`src/rtl/keypad_pin_entry_if.sv`:
```
// keypad_pin_entry_if: keypad matrix lines plus the PIN/request signals handed to the lock controller.
interface keypad_pin_entry_if #(parameter int DIGITS = 1);
  localparam int DW = $clog2(DIGITS + 1);
  logic [3:0]          row_n;
  logic [3:0]          col_n;
  logic [4*DIGITS-1:0] pin;
  logic [4*DIGITS-1:0] npin;
  logic                enter;
  logic                rst_pin;
  logic                npin_mode;
  logic [DW-1:0]       digit_cnt;
  logic                key_valid;
  logic [3:0]          key_code;
  logic                key_err;
  modport slave (
    input  row_n,
    output col_n, pin, npin, enter, rst_pin, npin_mode, digit_cnt, key_valid, key_code, key_err
  );
  modport master (
    output row_n,
    input  col_n, pin, npin, enter, rst_pin, npin_mode, digit_cnt, key_valid, key_code, key_err
  );
endinterface

```
`src/rtl/keypad_pin_entry.sv`:
```
// keypad_pin_entry: 4x4 keypad scanner with debounce, hex PIN buffer and stretched enter/rst_pin requests.
module keypad_pin_entry #(
  parameter int SCAN_DIV       = 1000,
  parameter int DEBOUNCE_SCANS = 8,
  parameter int PULSE_CYCLES   = 2097152,
  parameter int DIGITS         = 1
) (
  input logic               clk,
  input logic               rst_n,
  keypad_pin_entry_if.slave kp
);
  localparam int SW = $clog2(SCAN_DIV);
  localparam int CW = $clog2(DEBOUNCE_SCANS + 1);
  localparam int PW = $clog2(PULSE_CYCLES + 1);
  localparam int DW = $clog2(DIGITS + 1);
  localparam int BW = 4 * DIGITS;
  localparam logic [DW-1:0] DMAX = DW'(DIGITS);
  // indexed by {row, col}; '*' = E, '#' = F
  localparam logic [15:0][3:0] KEYMAP = {
    4'hD, 4'hF, 4'h0, 4'hE, 4'hC, 4'h9, 4'h8, 4'h7,
    4'hB, 4'h6, 4'h5, 4'h4, 4'hA, 4'h3, 4'h2, 4'h1};
  typedef enum logic [1:0] {SCAN, CONFIRM, HELD} state_t;

  logic [3:0]    r_row_s1, r_row_s2;
  logic [SW-1:0] r_div;
  logic [1:0]    r_col;
  logic [1:0]    r_hits;
  logic [3:0]    r_code;
  state_t        r_state;
  logic [CW-1:0] r_db_cnt;
  logic [3:0]    r_key;
  logic [BW-1:0] r_buf, r_pin, r_npin;
  logic [DW-1:0] r_digit_cnt;
  logic          r_npin_mode, r_enter, r_rst_pin, r_key_valid, r_key_err;
  logic [3:0]    r_key_code;
  logic [PW-1:0] r_pulse_cnt;

  logic [3:0] w_low;
  logic [2:0] w_ones;
  logic [1:0] w_row;
  logic [2:0] w_hits_sum;
  logic [1:0] w_hits;
  logic [3:0] w_code;
  logic       w_sample, w_done, w_none, w_single, w_same, w_accept, w_busy;

  assign w_low      = ~r_row_s2;
  assign w_ones     = 3'(w_low[0]) + 3'(w_low[1]) + 3'(w_low[2]) + 3'(w_low[3]);
  assign w_row      = w_low[0] ? 2'd0 : w_low[1] ? 2'd1 : w_low[2] ? 2'd2 : 2'd3;
  assign w_sample   = r_div == SW'(SCAN_DIV - 1);
  assign w_done     = w_sample && r_col == 2'd3;
  // intersection count saturates at 2: anything above one key is MULTI
  assign w_hits_sum = (r_col == 2'd0 ? 3'd0 : {1'b0, r_hits}) + w_ones;
  assign w_hits     = w_hits_sum > 3'd2 ? 2'd2 : w_hits_sum[1:0];
  assign w_code     = w_ones == 3'd1 ? KEYMAP[{w_row, r_col}] : r_code;
  assign w_none     = w_hits == 2'd0;
  assign w_single   = w_hits == 2'd1;
  assign w_same     = w_single && w_code == r_key;
  assign w_accept   = w_done && r_state == CONFIRM && w_same && r_db_cnt == CW'(DEBOUNCE_SCANS - 1);
  assign w_busy     = r_enter | r_rst_pin;

  always_ff @(posedge clk or negedge rst_n)
    if (!rst_n) begin
      r_row_s1 <= 4'hF;
      r_row_s2 <= 4'hF;
      r_div    <= '0;
      r_col    <= '0;
      r_hits   <= '0;
      r_code   <= '0;
    end else begin
      r_row_s1 <= kp.row_n;
      r_row_s2 <= r_row_s1;
      r_div    <= w_sample ? '0 : r_div + 1'b1;
      if (w_sample) begin
        r_col  <= r_col + 1'b1;
        r_hits <= w_hits;
        r_code <= w_code;
      end
    end

  always_ff @(posedge clk or negedge rst_n)
    if (!rst_n) begin
      r_state     <= SCAN;
      r_db_cnt    <= '0;
      r_key       <= '0;
      r_buf       <= '0;
      r_pin       <= '0;
      r_npin      <= '0;
      r_digit_cnt <= '0;
      r_npin_mode <= 1'b0;
      r_enter     <= 1'b0;
      r_rst_pin   <= 1'b0;
      r_key_valid <= 1'b0;
      r_key_err   <= 1'b0;
      r_key_code  <= '0;
      r_pulse_cnt <= '0;
    end else begin
      r_key_valid <= w_accept;
      r_key_err   <= 1'b0;
      if (w_busy) begin
        if (r_pulse_cnt == '0) {r_enter, r_rst_pin} <= 2'b00;
        else r_pulse_cnt <= r_pulse_cnt - 1'b1;
      end
      if (w_done)
        case (r_state)
          SCAN: if (w_single) begin
            r_state  <= CONFIRM;
            r_key    <= w_code;
            r_db_cnt <= CW'(1);
          end
          CONFIRM: if (!w_same || w_accept) begin
            r_state  <= w_accept ? HELD : SCAN;
            r_db_cnt <= '0;
          end else r_db_cnt <= r_db_cnt + 1'b1;
          HELD: if (!w_none) r_db_cnt <= '0;
          else if (r_db_cnt == CW'(DEBOUNCE_SCANS - 1)) begin
            r_state  <= SCAN;
            r_db_cnt <= '0;
          end else r_db_cnt <= r_db_cnt + 1'b1;
          default: r_state <= SCAN;
        endcase
      if (w_accept) begin
        r_key_code <= r_key;
        if (r_key == 4'hA) r_npin_mode <= ~r_npin_mode;
        else if (r_key == 4'hE) begin
          r_buf       <= '0;
          r_digit_cnt <= '0;
          r_npin_mode <= 1'b0;
        end else if (r_key == 4'hF) begin
          if (r_digit_cnt != DMAX || w_busy) r_key_err <= 1'b1;
          else begin
            r_buf       <= '0;
            r_digit_cnt <= '0;
            r_pulse_cnt <= PW'(PULSE_CYCLES - 1);
            if (r_npin_mode) begin
              r_npin      <= r_buf;
              r_rst_pin   <= 1'b1;
              r_npin_mode <= 1'b0;
            end else begin
              r_pin   <= r_buf;
              r_enter <= 1'b1;
            end
          end
        end else if (r_digit_cnt != DMAX) begin
          r_buf       <= BW'({r_buf, r_key});
          r_digit_cnt <= r_digit_cnt + 1'b1;
        end
      end
    end

  assign kp.col_n     = ~(4'b0001 << r_col);
  assign kp.pin       = r_pin;
  assign kp.npin      = r_npin;
  assign kp.enter     = r_enter;
  assign kp.rst_pin   = r_rst_pin;
  assign kp.npin_mode = r_npin_mode;
  assign kp.digit_cnt = r_digit_cnt;
  assign kp.key_valid = r_key_valid;
  assign kp.key_code  = r_key_code;
  assign kp.key_err   = r_key_err;
endmodule

```
`src/flat_wrapper.sv`:
```
// flat-port wrapper written by rule: the top's interface ports become plain ports
module keypad_pin_entry_flat 
#(
  parameter int SCAN_DIV       = 1000,
  parameter int DEBOUNCE_SCANS = 8,
  parameter int PULSE_CYCLES   = 2097152,
  parameter int DIGITS         = 1
)
  (clk, rst_n, kp_row_n, kp_col_n, kp_pin, kp_npin, kp_enter, kp_rst_pin, kp_npin_mode, kp_digit_cnt, kp_key_valid, kp_key_code, kp_key_err);
  keypad_pin_entry_if #(.DIGITS(DIGITS)) kp_i ();
  input logic clk;
  input logic rst_n;
  input wire logic [$bits(kp_i.row_n)-1:0] kp_row_n;
  output wire logic [$bits(kp_i.col_n)-1:0] kp_col_n;
  output wire logic [$bits(kp_i.pin)-1:0] kp_pin;
  output wire logic [$bits(kp_i.npin)-1:0] kp_npin;
  output wire logic [$bits(kp_i.enter)-1:0] kp_enter;
  output wire logic [$bits(kp_i.rst_pin)-1:0] kp_rst_pin;
  output wire logic [$bits(kp_i.npin_mode)-1:0] kp_npin_mode;
  output wire logic [$bits(kp_i.digit_cnt)-1:0] kp_digit_cnt;
  output wire logic [$bits(kp_i.key_valid)-1:0] kp_key_valid;
  output wire logic [$bits(kp_i.key_code)-1:0] kp_key_code;
  output wire logic [$bits(kp_i.key_err)-1:0] kp_key_err;
  assign kp_i.row_n = kp_row_n;
  assign kp_col_n = kp_i.col_n;
  assign kp_pin = kp_i.pin;
  assign kp_npin = kp_i.npin;
  assign kp_enter = kp_i.enter;
  assign kp_rst_pin = kp_i.rst_pin;
  assign kp_npin_mode = kp_i.npin_mode;
  assign kp_digit_cnt = kp_i.digit_cnt;
  assign kp_key_valid = kp_i.key_valid;
  assign kp_key_code = kp_i.key_code;
  assign kp_key_err = kp_i.key_err;
  keypad_pin_entry #(.SCAN_DIV(SCAN_DIV), .DEBOUNCE_SCANS(DEBOUNCE_SCANS), .PULSE_CYCLES(PULSE_CYCLES), .DIGITS(DIGITS)) u_core (.clk(clk), .rst_n(rst_n), .kp(kp_i));
endmodule
```
`config.mk`:
```
export PLATFORM = sky130hd
export DESIGN_NAME = keypad_pin_entry_flat
export DESIGN_NICKNAME = d
export VERILOG_FILES = /design/src/rtl/keypad_pin_entry_if.sv /design/src/rtl/keypad_pin_entry.sv /design/src/flat_wrapper.sv
export SDC_FILE = /design/constraint.sdc
export NUM_CORES = 1
export LEC_CHECK = 0
export ABC_AREA = 1
export CAP_MARGIN = 0
export CORE_UTILIZATION = 50
export DETAILED_ROUTE_END_ITERATION = 8
export GPL_TIMING_DRIVEN = 0
export PLACE_DENSITY = 0.72
export SLEW_MARGIN = 20
export SYNTH_ARGS = -nofsm -noshare
export SYNTH_HDL_FRONTEND = slang
export SYNTH_SLANG_ARGS = --single-unit
```
`constraint.sdc`:
```
create_clock -name clk -period 6.4 [get_ports clk]
set_input_delay 1.92 -clock clk [delete_from_list [all_inputs] [get_ports clk]]
set_output_delay 1.92 -clock clk [all_outputs]
set_load 0.05 [all_outputs]
```
======== Yosys cells after proc, flatten, opt, wreduce, memory -nomap -nowiden ========
Memory sizes are Yosys's and may differ from the RTL's.
Cells that the tools add are included.
storage, ports and cells
  word-level logic and storage cells ...... 139
  register bits after elaboration ......... 80
  ROM bits ................................ 64
  memories kept ........................... 1
  output and inout bits ................... 22
  input port bits ......................... 6
memory list
  memory            depth  bits a word  rd ports  clocked after Yosys merged registers in  wr ports  line                    text
  (name not given)  16     4            1         0                                        0         keypad_pin_entry.sv:54  assign w_code = w_ones == 3'd1 ? KEYMAP[{w_row, r_col}] : r_code;
cells by class
  add/sub/neg operators ................... 9
  shift operators ......................... 1
  mux-type cells .......................... 58
  bitwise logic cells ..................... 8
  $lt $le $gt $ge ......................... 2
  reduce and logical (&&, ||, !) cells .... 22
  equal/unequal tests ..................... 18
operator list
  kind                                                         count
  2-to-1 mux 22 bit                                            7
  2-to-1 mux 4 bit                                             10
  2-to-1 mux 1 bit                                             29
  zero test 22 bit                                             1
  subtractor 22 x 1 -> 22 bit (second input constant)          1
  2-to-1 mux 2 bit                                             9
  equality test 4 bit (second input constant)                  3
  one-hot mux 4 bit (3 select lines)                           1
  AND reduction 3 bit                                          4
  AND reduction 6 bit                                          2
  adder 10 x 1 -> 10 bit (second input constant)               1
  equality test 10 bit (second input constant)                 1
  2-to-1 mux 10 bit                                            1
  inverter 4 bit                                               2
  adder 3 x 1 -> 3 bit                                         2
  zero test 2 bit                                              3
  != test 2 x 1 -> 1 bit (second input constant)               3
  one-hot mux 2 bit (3 select lines)                           1
  nonzero test 3 bit                                           2
  logical AND 1 bit                                            5
  less-than comparator 4 x 5 -> 1 bit (second input constant)  1
  inverter 1 bit                                               5
  AND reduction 5 bit                                          1
  adder 4 x 1 -> 4 bit (second input constant)                 1
  other kinds (19)                                             22

======== Longest topological paths before layout ========
Gate-level depths: netlist of run 1.
  depth in word-level cells ............... 14
  mapped depth ............................ 21

======== Worst setup path before layout of run 1 ========
Ideal clock, no wire load.
  path kind ............................... reg2reg
  start ................................... reg u_core.r_row_s2[0]
  end ..................................... reg u_core.r_npin[0], in the netlist u_core.kp.npin[0]
  buffers on the path ..................... 0
  library setup time ...................... 0.122 ns
  clock period less this slack ............ 3.270 ns
  arrival time ............................ 3.148 ns
  setup slack ............................. 3.130 ns
  stages on the path, launching flop included .. 18
  cells stage by stage .................... dfstp_2 -> inv_1 -> ha_1 -> fa_1 -> ha_1 -> inv_1 -> fa_1 -> nand3_1 -> inv_2 -> nand2_1 -> nor2_1 -> nand3_1 -> nor2_4 -> nand3_2 -> clkinv_2 -> nand3_2 -> nand2_1 -> o21ai_1
on the way
  cells in the longest elaborated chain, start to end .. 12
  elaborated cells between the ends (all ways) .. 18
  classes of those cells .................. 4 x add/sub; 1 x order compare; 3 x eq/ne; 4 x mux; 1 x bitwise; 4 x reduce/logical; 1 x memory
ends and longest elaborated chain
  what                                      line                     text
  from (decl)                               keypad_pin_entry.sv:24   logic [3:0] r_row_s1, r_row_s2;
  from (signal assigned)                    keypad_pin_entry.sv:71   r_row_s2 <= r_row_s1;
  inverter 4 bit (*)                        keypad_pin_entry.sv:46   assign w_low = ~r_row_s2;
  adder 1 x 1 -> 2 bit                      keypad_pin_entry.sv:47   assign w_ones = 3'(w_low[0]) + 3'(w_low[1]) + 3'(w_low[2]) + 3'(w_low[3]);
  adder 3 x 1 -> 3 bit (2 in a row)         keypad_pin_entry.sv:47
  adder 3 bit                               keypad_pin_entry.sv:52   assign w_hits_sum = (r_col == 2'd0 ? 3'd0 : {1'b0, r_hits}) + w_ones;
  > comparator 3 x 2 -> 1 bit               keypad_pin_entry.sv:53   assign w_hits = w_hits_sum > 3'd2 ? 2'd2 : w_hits_sum[1:0];
  2-to-1 mux 2 bit                          keypad_pin_entry.sv:53
  equality test 2 x 1 -> 1 bit              keypad_pin_entry.sv:56   assign w_single = w_hits == 2'd1;
  logical AND 1 bit (*)                     keypad_pin_entry.sv:57   assign w_same = w_single && w_code == r_key;
  logical AND 1 bit (*) (2 in a row)        keypad_pin_entry.sv:58   assign w_accept = w_done && r_state == CONFIRM && w_same && r_db_cnt == CW'(DEBOUNCE_SCANS - 1);
  named net u_core.w_accept                 keypad_pin_entry.sv:44   logic w_sample, w_done, w_none, w_single, w_same, w_accept, w_busy;
  AND reduction 6 bit (no source line) (*)  --
  to (signal assigned)                      keypad_pin_entry.sv:135  r_npin <= r_buf;
  to (decl)                                 keypad_pin_entry.sv:32   logic [BW-1:0] r_buf, r_pin, r_npin;
Mark *: on every way through the listed nets, which the timed path passes. The rest lies on a longest branch. The select of a mux whose other input is x is not followed.
A chain may end at the register's enable or synchronous reset.

======== Worst setup path in the final report of run 1 ========
  start ................................... reg u_core.r_col[0]
  end ..................................... out kp_col_n[0]
on the way
  cells in the longest elaborated chain, start to end .. 2
ends and longest elaborated chain
  what                       line                     text
  from (decl)                keypad_pin_entry.sv:26   logic [1:0] r_col;
  from (signal assigned)     keypad_pin_entry.sv:74   r_col <= r_col + 1'b1;
  left shift 1 x 2 -> 4 bit  keypad_pin_entry.sv:150  assign kp.col_n = ~(4'b0001 << r_col);
  inverter 4 bit             keypad_pin_entry.sv:150
  to (decl)                  flat_wrapper.sv:14       output wire logic [$bits(kp_i.col_n)-1:0] kp_col_n;
Every way passes these cells.

==> results of run 1 <==
state kept, by name, summed over array words and instances, names as in the netlist, 4 cells and up:
name	flops
u_core.kp.key_code	4
u_core.kp.npin	4
u_core.kp.pin	4
u_core.r_buf	4
u_core.r_code	4
u_core.r_db_cnt	4
u_core.r_div	10
u_core.r_key	4
u_core.r_pulse_cnt	22
u_core.r_row_s1	4
u_core.r_row_s2	4
layout make-up:
class	count	area, µm²	share of cell area [%]
Sequential cell	80	2012	40.71
Multi-Input combinational cell	374	1981	40.08
Timing Repair Buffer	28	295.3	5.975
Inverter	76	286.5	5.797
Tap cell	105	131.4	2.658
Clock buffer	9	123.9	2.506
Clock inverter	6	92.59	1.873
Buffer	3	20.02	0.4051
cells in the final DEF, fill, tap and decap left out, types with 2 or more instances in the layout:
master,instances
a21oi_1,12
nand2_1,132
o211ai_1,2
clkbuf_8,9
inv_2,6
clkinvlp_4,2
nand2_2,6
and3_1,3
o21ai_1,10
inv_1,69
dfstp_2,8
o21ai_0,20
nor2_1,56
bufinv_16,2
ha_1,17
nand3b_1,2
nand3_1,43
xor2_1,12
nand4_1,10
nor3_1,17
fa_1,2
dfrtp_1,72
or2_1,2
clkdlybuf4s50_1,26
nor2_4,2
nand3_2,3
inv_6,2
a211oi_1,2
or2_2,3
nor4_1,4
where the power goes:
part	internal (mW)	switching (mW)	leakage, nW
logic	0.0208	0.0415	1.32
registers	0.510	0.00153	1.08
clock network	0.220	0.197	0.102
metal layers:
layer | global-route usage [%] | up-vias | wire length, µm
met1 | 27.87 | 1676 | 3996
met2 | 36.87 | 93 | 4336
li1 | - | 1790 | -
met5 | 0 | - | 0
met4 | 10.10 | 0 | 150
met3 | 3.704 | 15 | 346
worst max-delay path: stages, from the launching register on:
cell,delay [ns]
dfrtp_1,0.45
inv_1,0.13
ha_1,0.26
inv_1,0.10
clkdlybuf4s50_1,0.81
path summary, 6_finish.rpt:
path,start,to,cells past startpoint,slack (ns)
max,u_core.r_col[0],kp_col_n[0],4,2.37
min,u_core.r_row_s1[0],u_core.r_row_s2[0],0,0.35
max reg2reg,u_core.r_row_s2[0],u_core.r_pulse_cnt[12],15,2.63
min reg2reg,u_core.r_row_s1[0],u_core.r_row_s2[0],0,0.35
max in group asynchronous,rst_n,u_core.r_row_s1[2],2,4.29
min in group asynchronous,rst_n,u_core.r_pulse_cnt[4],1,1.47
stage by stage:
step	cells	cell area, µm²	hold slack, ns	utilization, %
final	681	4942	0.3539	59.85
after global routing	681	4942	0.3633	59.85
after CTS	681	4942	0.3550	59.85
after detailed placement	666	4726	0.3475	57.23
after global placement	665	4701	0.3461	56.92
after floorplan	533	4299	0.3452	-
cells by family after synthesis:
logic type                 after synthesis
DFF                                     80
buffers and inverters                   79
xor gates and xnor gates                13
adders and majority gates               19
and+or+nand+nor                        291
AOI/OAI and AO/OA                       51
==> flow_summary.yaml, run 1 <==
timing:
  fmax_mhz: 248.2
  fin_crit_ns: 4.028
  max_slew_margin_pct: 60.00
  hold_viol: 0
  setup_tns_ns: 0
  setup_viol: 0
  finalMaxSlewViolations: 0
  fin_crit_sh_pct: 62.95
  skew_ns: 0.008694
  fin_ws_ns: 2.372
  tightest_slew_ns: 0.5946
  rsz0062_at_grt: "no"
setup_path:
  critPathKind: "flop to output port"
  required_ns: 4.48
  cp-end-kind: "output port"
  worstPathArrival_ns: 2.11
  path_max_fanout: 6
  cp-start-kind: "flop"
floorplan:
  start_util_pct: 52.06
  die_w_um: 94.73
  rows: 33
  io_pins: 28
  die_area_mm2: 0.008973
  fp.dieH_um: 94.73
  core_area_mm2: 0.008258
synthesis:
  ys_ff_latch: 80
  synth.avg_cell_area_um2: 8.066
  synth_top_family_by_area: "simple AND/OR/NAND/NOR gates"
  syn_inst: 533
  synthXorXnorAreaFrac_pct: 2.648
  yosysTopAreaCell: "dfrtp_1"
  synthDistinctLibCells: 43
  ys.flop_type: "dfrtp_1"
  synth-simple-area-share_pct: 31.05
  yosys_warnings: 0
  async_flop_share_pct: 100.0
  syn_area_mm2: 0.004299
  syn_nets: 558
  yosysMostFrequentCell: "nand2_1"
  muxShareOfSynthArea_pct: 0
  synth_fa_ha_area_share_pct: 5.879
  seq_area_frac_synth_pct: 46.80
  synth.top_cell.area_share_pct: 41.91
  ys_top_cells_by_area: "dfrtp_1 (42%), nand2_1 (12%), inv_1 (6.0%), nand3_1 (5.0%), ha_1 (4.9%)"
  synth_common_cells: "nand2_1 (132), dfrtp_1 (72), inv_1 (69)"
  synth_compound_area_share_pct: 6.490
  synth_edf_count: 0
global_routing:
  grt_max_degree: 53
  antenna_found_initial: 0
  overflow: 0
  grt_pass1_vias: 3444
  grt_pass1_wl_um: 15300
  grt_usage_pct: 22.05
power:
  power_leakage_nw: 2.499
  finalPower_mw: 0.9904
  power_per_cell_area_mw_per_mm2: 200.4
  ir_worst_vdd_uv: 121.6
routing:
  drt-initial-drc-count: 150
  post_drt_wl_per_cell_um: 12.96
  vias: 3574
  wl_um: 8829
  drcViolationCount: 0
  drtPass1Iterations: 4
  drtAntennaViolNets: 0
  routed_via_density: 5.248
clocking:
  tritoncts: "done"
  cts_resized: 0
  clkSinkCount: 80
  cts_max_path_buffers: 2
  cts.htree.levels: 3
  path_clk_slew_ns: 0.08
  cts_hold_buf: 0
  insertion_delay_ns: 0.36
  cts_inserted_buffers: 9
  clock-root-buffer: "clkbuf_8"
  post_cts_buffers: 0
finish:
  syn2layout_area_growth_pct: 14.96
  drive_gt1_share_pct: 9.549
  finalNetCount: 597
  fillers: 750
  n_antenna_cell: 0
worst_hold_path:
  min_path_type: "flop to flop"
placement:
  dpl.hpwl_um: 6446
  numPortBuffers: 27
  dp_slack_ns: 2.605
  gp_congestion: 0.9229
outcome:
  run_status: "finished, final reports clean"
flow_run:
  maxCapViolCount: 0
No activity file was read; power rests on OpenSTA's default activity.
==> run 2: changes to the inputs <==
clock period = 4.2 ns   (was 6.4 ns; I/O delays follow)
==> results of run 2 <==
The final DEF is identical to that of run 1. Status: finished, final reports clean.
Main changes from that run: setup slack after placement 2.605 ns -> 0.4053 ns; clock-pin slew on the worst setup and hold paths 0.08 ns -> 0.09 ns; setup slack after layout 2.372 ns -> 0.4313 ns; start point of the critical path u_core.r_col[0] -> u_core.r_row_s2[0]; end point of the critical path kp_col_n[0] -> u_core.r_pulse_cnt[12]; register-to-register setup slack 2.63 ns -> 0.43 ns; total power 0.9904 mW -> 1.509 mW; worst IR drop on VDD 121.6 µV -> 185.4 µV
==> run 3: changes to the inputs <==
CAP_MARGIN = 20   (was 0)
==> results of run 3 <==
The final DEF is identical to that of run 1. Status: finished, final reports clean.
Main changes from that run: setup slack after placement 2.605 ns -> 0.4053 ns; clock-pin slew on the worst setup and hold paths 0.08 ns -> 0.09 ns; setup slack after layout 2.372 ns -> 0.4313 ns; start point of the critical path u_core.r_col[0] -> u_core.r_row_s2[0]; end point of the critical path kp_col_n[0] -> u_core.r_pulse_cnt[12]; register-to-register setup slack 2.63 ns -> 0.43 ns; total power 0.9904 mW -> 1.509 mW; worst IR drop on VDD 121.6 µV -> 185.4 µV
